===== src/rtl/sort_pkg.sv =====
// Shared definitions for the selection-sort datapath blocks.
//   DEF_SIZE_ADDR / DEF_SIZE_DATA : default sort-memory address and data widths
//   CNT_W / CNT_MAX               : width and ceiling of the swap counter
//   state_t                       : swap FSM state encoding
//   sat_inc()                     : saturating increment for the swap counter
package sort_pkg;

    localparam int DEF_SIZE_ADDR = 8;
    localparam int DEF_SIZE_DATA = 8;

    localparam int               CNT_W   = 16;
    localparam logic [CNT_W-1:0] CNT_MAX = '1;

    typedef enum logic [2:0] {
        IDLE   = 3'd0,
        RD_I   = 3'd1,
        RD_MIN = 3'd2,
        CAP    = 3'd3,
        WR_I   = 3'd4,
        WR_MIN = 3'd5,
        DONE   = 3'd6
    } state_t;

    // Increment that sticks at the all-ones value instead of wrapping.
    function automatic logic [CNT_W-1:0] sat_inc(input logic [CNT_W-1:0] v);
        return (v == CNT_MAX) ? v : v + 1'b1;
    endfunction

endpackage


===== src/rtl/swap_min.sv =====
// swap_min: exchanges the words at addr_i and addr_min of a single-port RAM
// with a registered read (data returns one cycle after the address).
//
// Ports
//   i_clk        clock, all state changes on the rising edge
//   i_rst_n      asynchronous active-low reset
//   i_start      request one swap, only honoured while idle
//   i_addr_i     outer-loop position i
//   i_addr_min   address of the current minimum
//   o_mem_addr   RAM address
//   o_mem_we     RAM write enable
//   o_mem_wdata  RAM write data
//   i_mem_rdata  RAM read data
//   o_busy       high whenever a swap is in progress
//   o_done       one-cycle pulse at the end of a swap
//   o_swap_cnt   saturating count of swaps that wrote memory
module swap_min
    import sort_pkg::*;
#(
    parameter int SIZE_ADDR = DEF_SIZE_ADDR,
    parameter int SIZE_DATA = DEF_SIZE_DATA
) (
    input  logic                 i_clk,
    input  logic                 i_rst_n,
    input  logic                 i_start,
    input  logic [SIZE_ADDR-1:0] i_addr_i,
    input  logic [SIZE_ADDR-1:0] i_addr_min,
    output logic [SIZE_ADDR-1:0] o_mem_addr,
    output logic                 o_mem_we,
    output logic [SIZE_DATA-1:0] o_mem_wdata,
    input  logic [SIZE_DATA-1:0] i_mem_rdata,
    output logic                 o_busy,
    output logic                 o_done,
    output logic [CNT_W-1:0]     o_swap_cnt
);

    state_t               state;
    state_t               state_nxt;
    logic [SIZE_ADDR-1:0] addr_i;
    logic [SIZE_ADDR-1:0] addr_min;
    logic [SIZE_DATA-1:0] data_i;
    logic [SIZE_DATA-1:0] data_min;
    logic [SIZE_DATA-1:0] wdata_hold;
    logic                 same_addr;

    assign same_addr = (i_addr_i == i_addr_min);

    // Next-state logic. Equal addresses skip straight to DONE: swapping a
    // word with itself needs no memory traffic.
    always_comb begin
        state_nxt = state;
        unique case (state)
            IDLE: begin
                if (i_start) begin
                    state_nxt = same_addr ? DONE : RD_I;
                end
            end
            RD_I:    state_nxt = RD_MIN;
            RD_MIN:  state_nxt = CAP;
            CAP:     state_nxt = WR_I;
            WR_I:    state_nxt = WR_MIN;
            WR_MIN:  state_nxt = DONE;
            DONE:    state_nxt = IDLE;
            default: state_nxt = IDLE;
        endcase
    end

    always_ff @(posedge i_clk or negedge i_rst_n) begin
        if (!i_rst_n) begin
            state <= IDLE;
        end else begin
            state <= state_nxt;
        end
    end

    // Address, data and strobe registers. Each output is loaded on the edge
    // that enters the state it belongs to, so it is valid for that whole
    // state and otherwise keeps its previous value.
    always_ff @(posedge i_clk or negedge i_rst_n) begin
        if (!i_rst_n) begin
            addr_i     <= '0;
            addr_min   <= '0;
            data_i     <= '0;
            data_min   <= '0;
            wdata_hold <= '0;
            o_mem_addr <= '0;
            o_mem_we   <= 1'b0;
            o_swap_cnt <= '0;
        end else begin
            unique case (state)
                IDLE: begin
                    if (i_start) begin
                        // Addresses are frozen here; later input changes
                        // cannot disturb the swap in flight.
                        addr_i   <= i_addr_i;
                        addr_min <= i_addr_min;
                        if (!same_addr) begin
                            o_mem_addr <= i_addr_i;
                        end
                    end
                end
                RD_I: begin
                    o_mem_addr <= addr_min;
                end
                RD_MIN: begin
                    // Word at addr_i returns now (read issued in RD_I).
                    data_i <= i_mem_rdata;
                end
                CAP: begin
                    // Word at addr_min returns now (read issued in RD_MIN).
                    data_min   <= i_mem_rdata;
                    o_mem_addr <= addr_i;
                    o_mem_we   <= 1'b1;
                end
                WR_I: begin
                    o_mem_addr <= addr_min;
                end
                WR_MIN: begin
                    o_mem_we   <= 1'b0;
                    wdata_hold <= data_i;
                    o_swap_cnt <= sat_inc(o_swap_cnt);
                end
                DONE: begin
                end
                default: begin
                end
            endcase
        end
    end

    // Write data follows the write state directly; outside the write window
    // the last value driven is held.
    always_comb begin
        o_mem_wdata = wdata_hold;
        unique case (state)
            WR_I:    o_mem_wdata = data_min;
            WR_MIN:  o_mem_wdata = data_i;
            default: o_mem_wdata = wdata_hold;
        endcase
    end

    assign o_busy = (state != IDLE);
    assign o_done = (state == DONE);

endmodule


===== config.mk =====
export PLATFORM = sky130hd
export DESIGN_NAME = swap_min
export DESIGN_NICKNAME = d
export VERILOG_FILES = /design/src/rtl/sort_pkg.sv /design/src/rtl/swap_min.sv
export SDC_FILE = /design/constraint.sdc
export NUM_CORES = 1
export LEC_CHECK = 0
export BUFFER_PORTS_ARGS = -buffer_cell sky130_fd_sc_hd__clkbuf_2
export CAP_MARGIN = 5
export CORE_AREA = 2 2 83 117
export CTS_BUF_LIST = sky130_fd_sc_hd__clkbuf_4
export DETAILED_ROUTE_END_ITERATION = 12
export DIE_AREA = 0 0 85 119
export PLACE_DENSITY = 0.61
export RECOVER_POWER = 100
export SLEW_MARGIN = 20
export SYNTH_ARGS = -nofsm -noshare
export SYNTH_HDL_FRONTEND = slang
export SYNTH_SLANG_ARGS = --single-unit
export TNS_END_PERCENT = 100

===== constraint.sdc =====
create_clock -name i_clk -period 3.33 [get_ports i_clk]
set_input_delay 0.666 -clock i_clk [delete_from_list [all_inputs] [get_ports i_clk]]
set_output_delay 0.666 -clock i_clk [all_outputs]
set_load 0.05 [all_outputs]

==> impl_metrics.csv, run 1 <==
group,metric,value,unit
yosys,synth_most_common_cell,"dfrtp_1",
power,p_seq_frac,0.368,
final_layout,layout-drive-gt1-share,0.1658,
grt,grt_antenna_before_repair,0,
final_layout,areaGrowthSynthToFinish,12.97,%
routing,first_iter_violations,109,
place,dp_hpwl,5252,um
final_layout,antenna_cells,0,
yosys,synth_top_cell_by_area,"dfrtp_1",
clocking,hold_buffers,0,
critical_path,slowest_delay,1.07,ns
floorplanning,io_pins,62,
place,place_congestion,0.7611,
routing,viasPerCell,5.244,
timing,drv_slew,31,
yosys,synth_nets,332,
routing,wirelength,7373,um
grt,grt_pass1_wl,12130,um
power,swShare,0.4574,
final_layout,nets,397,
routing,wl_met1,3243,um
clocking,clk_path_buf_depth,2,
routing,dr_total_vias,2538,
critical_path,path_max_fanout,27,
routing,wire_per_inst,15.23,um
yosys,syn_area,3491,um2
yosys,ys_types,47,
power,comb_power_share,0.470,
timing,relSlewSlack,-0.1025,
floorplanning,die_area,10120,um2
power,p_switching,1784,uW
clocking,cts.htree.levels,3,
floorplanning,coreArea,9196,um2
yosys,avgSynthCellArea,11.48,um2
routing,remaining_drc_errors,0,
floorplanning,rows,42,
clocking,postCtsSetupBuffers,0,
hold_path,hold_path_class,"in -> async",
power,ir_drop,566.6,uV
grt,grt_max_degree,44,
critical_path,start_kind,"flop",
timing,rsz0062_at_grt,"no",
run_status,violations,"max-capacitance violations, max-slew violations",
yosys,ys_async_sr_fraction,1.000,
place,post-place-ws,0.8651,ns
clocking,clk_pin_slew_worst_paths,0.12,ns
critical_path,critPathSlowestCell,"nor2_1",
power,powerDensity,988.7,nW/um2
job,cap_violations,1,
timing,worstMarginPinSlew,1.654,ns
grt,grt_use_total,0.1521,
routing,top_layer,"met4",
final_layout,final.fill_count,916,
timing,hold_viol,0,
critical_path,end_kind,"flop",
grt,grt-ovfl-total,0,
routing,wl_met3,281,um
critical_path,arrival,3.33,ns
clocking,cts_root_buf,"clkbuf_4",
power,power_frac_clock,0.162,
floorplanning,start_util,0.3796,
clocking,cts_buffers,9,
routing,ant_nets,0,
clocking,numClockSinks,68,
critical_path,cp_top_family,"simple AND/OR/NAND/NOR gates",
floorplanning,die_h,119,um
timing,min_period_over_period,0.9012,
yosys,syn_inst,304,
grt,grt_pass1_vias,2531,
critical_path,crit_type,"reg -> reg",
yosys,synth_ff_type,"dfrtp_1",
yosys,ys_top_cells_by_area,"dfrtp_1 49%, mux2_1 8.7%, mux2_2 4.8%",
yosys,netlist_top_cells_count,"68 x dfrtp_1, 27 x mux2_1, 17 x nor2_1, 17 x xnor2_1, 15 x mux2_2",
timing,fin_setup_tns,0,ns
timing,fin_crit,3.001,ns
timing,setup_slack,0.3291,ns
yosys,yosysTopAreaCellShare,0.4875,
floorplanning,die_w,85,um
power,p_int,2116,uW
yosys,yosysWarnings,0,
yosys,ys_seq_elements,68,
critical_path,path_buf_inv,1,
routing,dr_wl_met2,3713,um
timing,max_freq,333.2,MHz
critical_path,path_cells,"nor3_1, inv_2, nor2_1, mux2_2",
critical_path,critPathRequiredTime,3.65,ns
run_status,status,"finished, violations left",
power,leakage,0.001631,uW
yosys,yosysSeqAreaShare,0.4875,
clocking,cts_resized,0,
timing,final.setup_skew,0.01462,ns
routing,drt_first_pass_iters,4,
clocking,cts_tree,"yes",
yosys,synth_edf_count,0,
place,port_buffers,61,
clocking,clk_latency,0.43,ns
timing,finalSetupViolCount,0,
[flip-flops by register name, summed over array words and instances, names as in the netlist]
| name | cells |
|---|---|
| data_min | 8 |
| wdata_hold | 8 |
| o_mem_we | 1 |
| o_swap_cnt | 16 |
| data_i | 8 |
| o_mem_addr | 8 |
| addr_min | 8 |
| state | 3 |
| addr_i | 8 |
[metrics by stage]
| step | std cells | hold WS, ns | instance area [um2] | utilization | power [uW] |
|---|---|---|---|---|---|
| floorplan | 304 | 0.3704 | 3491 | - | 2970 |
| global placement | 467 | 0.4670 | 3901 | 0.4242 | 3345 |
| detailed placement | 467 | 0.4668 | 3901 | 0.4242 | 3408 |
| CTS | 483 | 0.4008 | 4068 | 0.4423 | 4047 |
| global route | 484 | 0.2863 | 3944 | 0.4288 | 4177 |
| finish | 484 | 0.2728 | 3944 | 0.4288 | 3899 |
[final cells by class]
cell class | instances | area, um2 | area share
Sequential cell | 68 | 1702 | 0.4315
Multi-Input combinational cell | 219 | 1632 | 0.4137
Inverter | 2 | 7.507 | 0.001904
Clock inverter | 7 | 98.84 | 0.02506
Clock buffer | 9 | 67.56 | 0.01713
Timing Repair Buffer | 69 | 299.0 | 0.07582
Tap cell | 110 | 137.6 | 0.03490
[power by group through the flow]
stage | registers [uW] | logic (uW) | clock network [uW]
2_1_floorplan | 1610 | 1360 | 0
3_3_place_gp | 1450 | 1900 | 0
3_5_place_dp | 1470 | 1940 | 0
4_1_cts | 1450 | 1940 | 655
5_1_grt | 1490 | 2000 | 685
6_report | 1430 | 1830 | 633
[path summary, 6_finish.rpt]
check	slack [ns]	end	cells past startpoint	from
setup / recovery	0.33	addr_i[5]	4	state[0]
hold / removal	0.27	o_mem_addr[3]	1	i_rst_n
setup reg to reg	0.33	addr_i[5]	4	state[0]
hold reg to reg	0.50	o_mem_we	2	o_mem_we
max in group asynchronous	0.80	wdata_hold[5]	3	i_rst_n
min in group i_clk	0.45	data_min[2]	2	i_mem_rdata[2]
[layout by cell type, fill, tap and decap left out, drive strengths merged, types with 3 or more instances in the layout]
master  synthesis  final
clkbuf          3     76
dfrtp          68     68
mux2           42     42
nor2           18     18
xnor2          18     18
o21ai          16     16
nand2          14     14
nand2b         10     10
nor3b          10     10
nor4           10     10
nand3           9      9
mux2i           8      8
a211oi          8      8
or3             7      7
a31oi           7      7
nand4           7      7
xor2            6      6
nor3            4      4
nand3b          4      4
inv             2      4
and4            3      3
a21oi           3      3
and3            3      3
[per-layer routing]
layer	GRT usage	up-vias
met5	0	-
met3	0.03396	12
met2	0.2539	49
met1	0.1857	1237
li1	-	1240
met4	0.06845	0
[cells by family after synthesis]
group / Yosys count / share of synthesized area
and+or+nand+nor: 104 / 0.1907
muxes: 50 / 0.1584
adders and majority gates: 1 / 0.003584
buffers and inverters: 17 / 0.02652
DFF: 68 / 0.4875
AOI/OAI and AO/OA: 40 / 0.07097
xor gates and xnor gates: 24 / 0.06237
No activity file was read; power rests on OpenSTA's default activity.
==> inputs of run 2 (changes only) <==
Settings changed: SETUP_SLACK_MARGIN set to 0.02.
Clock period 3.33 ns to 3.4 ns, I/O delays scaled along.
==> run 2 against run 1 <==
Compared with the run above:
- the run still ends with max-capacitance violations, max-slew violations left
- global-route usage is 0.11 points higher
- flip-flop and latch count did not move
- non-clock buffer count is 1 lower
- power fell by 4.4%
- worst setup slack improved by 0.33 ns
- first-iteration DRC count increased by 18%
- utilization shrank 0.29 points
- highest routed layer unchanged
==> impl_metrics.csv, run 2 (synthesis gave the netlist of run 1 again) <==
group,metric,value,unit
floorplanning,die_area,10120,um2
critical_path,arrival,2.07,ns
timing,worstMarginPinSlew,2.224,ns
timing,max_freq,364.2,MHz
clocking,numClockSinks,68,
place,place_congestion,0.7816,
critical_path,start_kind,"flop",
timing,rsz0062_at_grt,"no",
final_layout,final_common_cell,"dfrtp_1",
routing,wirelength,7258,um
routing,viasPerCell,5.209,
final_layout,fin_cells,483,
timing,hold_ws,0.4754,ns
floorplanning,coreArea,9196,um2
timing,hold_viol,0,
timing,finalSetupViolCount,0,
timing,fin_crit,2.746,ns
critical_path,end_kind,"output pin",
grt,grt_max_degree,42,
grt,grt_antenna_before_repair,0,
timing,min_period_over_period,0.8075,
clocking,clk_pin_slew_worst_paths,0.11,ns
critical_path,rr_startpoint,"state[0]",
critical_path,critPathRequiredTime,2.72,ns
clocking,hold_buffers,0,
final_layout,final_cell_mix,"68 x dfrtp_1, 41 x clkbuf_1, 27 x mux2_1",
grt,grt_use_total,0.1532,
clocking,postCtsSetupBuffers,0,
clocking,cts_root_buf,"clkbuf_4",
timing,final.setup_skew,0.01235,ns
floorplanning,start_util,0.3796,
critical_path,crit_type,"reg -> out",
hold_path,holdPathStages,2,
place,dp_cells,466,
grt,grt-ovfl-total,0,
routing,remaining_drc_errors,0,
routing,dr_total_vias,2516,
critical_path,r2r_end,"o_swap_cnt[11]",
floorplanning,die_w,85,um
clocking,cts.htree.levels,3,
hold_path,min_from,"i_mem_rdata[4]",
routing,drt_first_pass_iters,4,
final_layout,top_register,"o_swap_cnt",
clocking,clk_latency,0.42,ns
clocking,cts_buffers,9,
run_status,status,"finished, violations left",
critical_path,critPathSlowestCell,"dfrtp_1",
critical_path,ff2ff_path_depth,5,
place,dp_hpwl,5306,um
critical_path,path_cells,"buf_8, mux2i_1, o21ai_0, clkbuf_1",
clocking,clk_path_buf_depth,2,
final_layout,utilization,0.4260,
clocking,cts_resized,0,
routing,wire_per_inst,15.03,um
final_layout,antenna_cells,0,
final_layout,layout-drive-gt1-share,0.1555,
critical_path,slowest_delay,0.68,ns
clocking,cts_tree,"yes",
hold_path,whs_endpoint,"data_min[4]",
power,ir_drop,513.4,uV
critical_path,path_max_fanout,16,
final_layout,largest_reg_flops,16,
power,leakage,0.001612,uW
final_layout,areaGrowthSynthToFinish,12.22,%
grt,grt_pass1_vias,2625,
timing,drv_slew,42,
routing,ant_nets,0,
critical_path,cp-startpoint,"state[0]",
timing,relSlewSlack,-0.4829,
timing,fin_setup_tns,0,ns
hold_path,hold_path_class,"in -> reg",
grt,grt_pass1_wl,12300,um
final_layout,nets,396,
run_status,violations,"max-capacitance violations, max-slew violations",
critical_path,r2r_setup_slack,0.70,ns
floorplanning,rows,42,
routing,first_iter_violations,129,
place,port_buffers,61,
floorplanning,io_pins,62,
job,cap_violations,1,
floorplanning,die_h,119,um
power,powerDensity,951.2,nW/um2
## run 2: cell count changes in the layout (fill, tap and decap cells not counted), sizes merged
cell / before / now
inv: 4 / 2
clkinvlp: 1 / 2
bufinv: 2 / 1
buf: 2 / 3
## run 2: worst max-delay path: cells and delay by family, from the launching register on
family	cells	cell delay, ns
buf+inv	2	0.72
mux	1	0.08
compound gates	1	0.15
flops	1	0.68
## run 2: worst max-delay path by stage
stage,endpoint,slack [ns],depth (start not counted)
floorplan,o_mem_wdata[0],0.63,5
global placement,o_mem_wdata[0],1.00,3
detailed placement,o_mem_wdata[0],0.94,3
CTS,o_mem_wdata[0],0.45,3
global route,o_swap_cnt[0],0.38,2
finish,o_mem_wdata[6],0.65,4
## run 2: routing by layer
metal	global-route usage	up-vias	share of wire
li1	-	1233	-
met4	0.07143	0	0.018
met3	0.03881	12	0.045
met2	0.2588	56	0.50
met5	0	-	0
met1	0.1799	1215	0.43
## run 2: where the power goes
group	internal [uW]	switching (uW)
Clock	236	285
Sequential	1150	226
Combinational	631	1200
Total	2020	1710
## run 2: final cells by class
type / count / area, um2
Sequential cell: 68 / 1702
Inverter: 2 / 7.507
Clock buffer: 11 / 82.58
Timing Repair Buffer: 68 / 304.0
Tap cell: 110 / 137.6
Clock inverter: 5 / 52.55
Multi-Input combinational cell: 219 / 1632
Fill cell: 945 / 5279
## run 2: metrics by stage
step | power, uW | cell area, um2 | setup slack [ns]
detailed placement | 3332 | 3894 | 0.9377
finish | 3726 | 3918 | 0.6545
global placement | 3276 | 3894 | 1.002
global route | 4010 | 3918 | 0.3754
floorplan | 2909 | 3491 | 0.6282
CTS | 3857 | 4029 | 0.4451
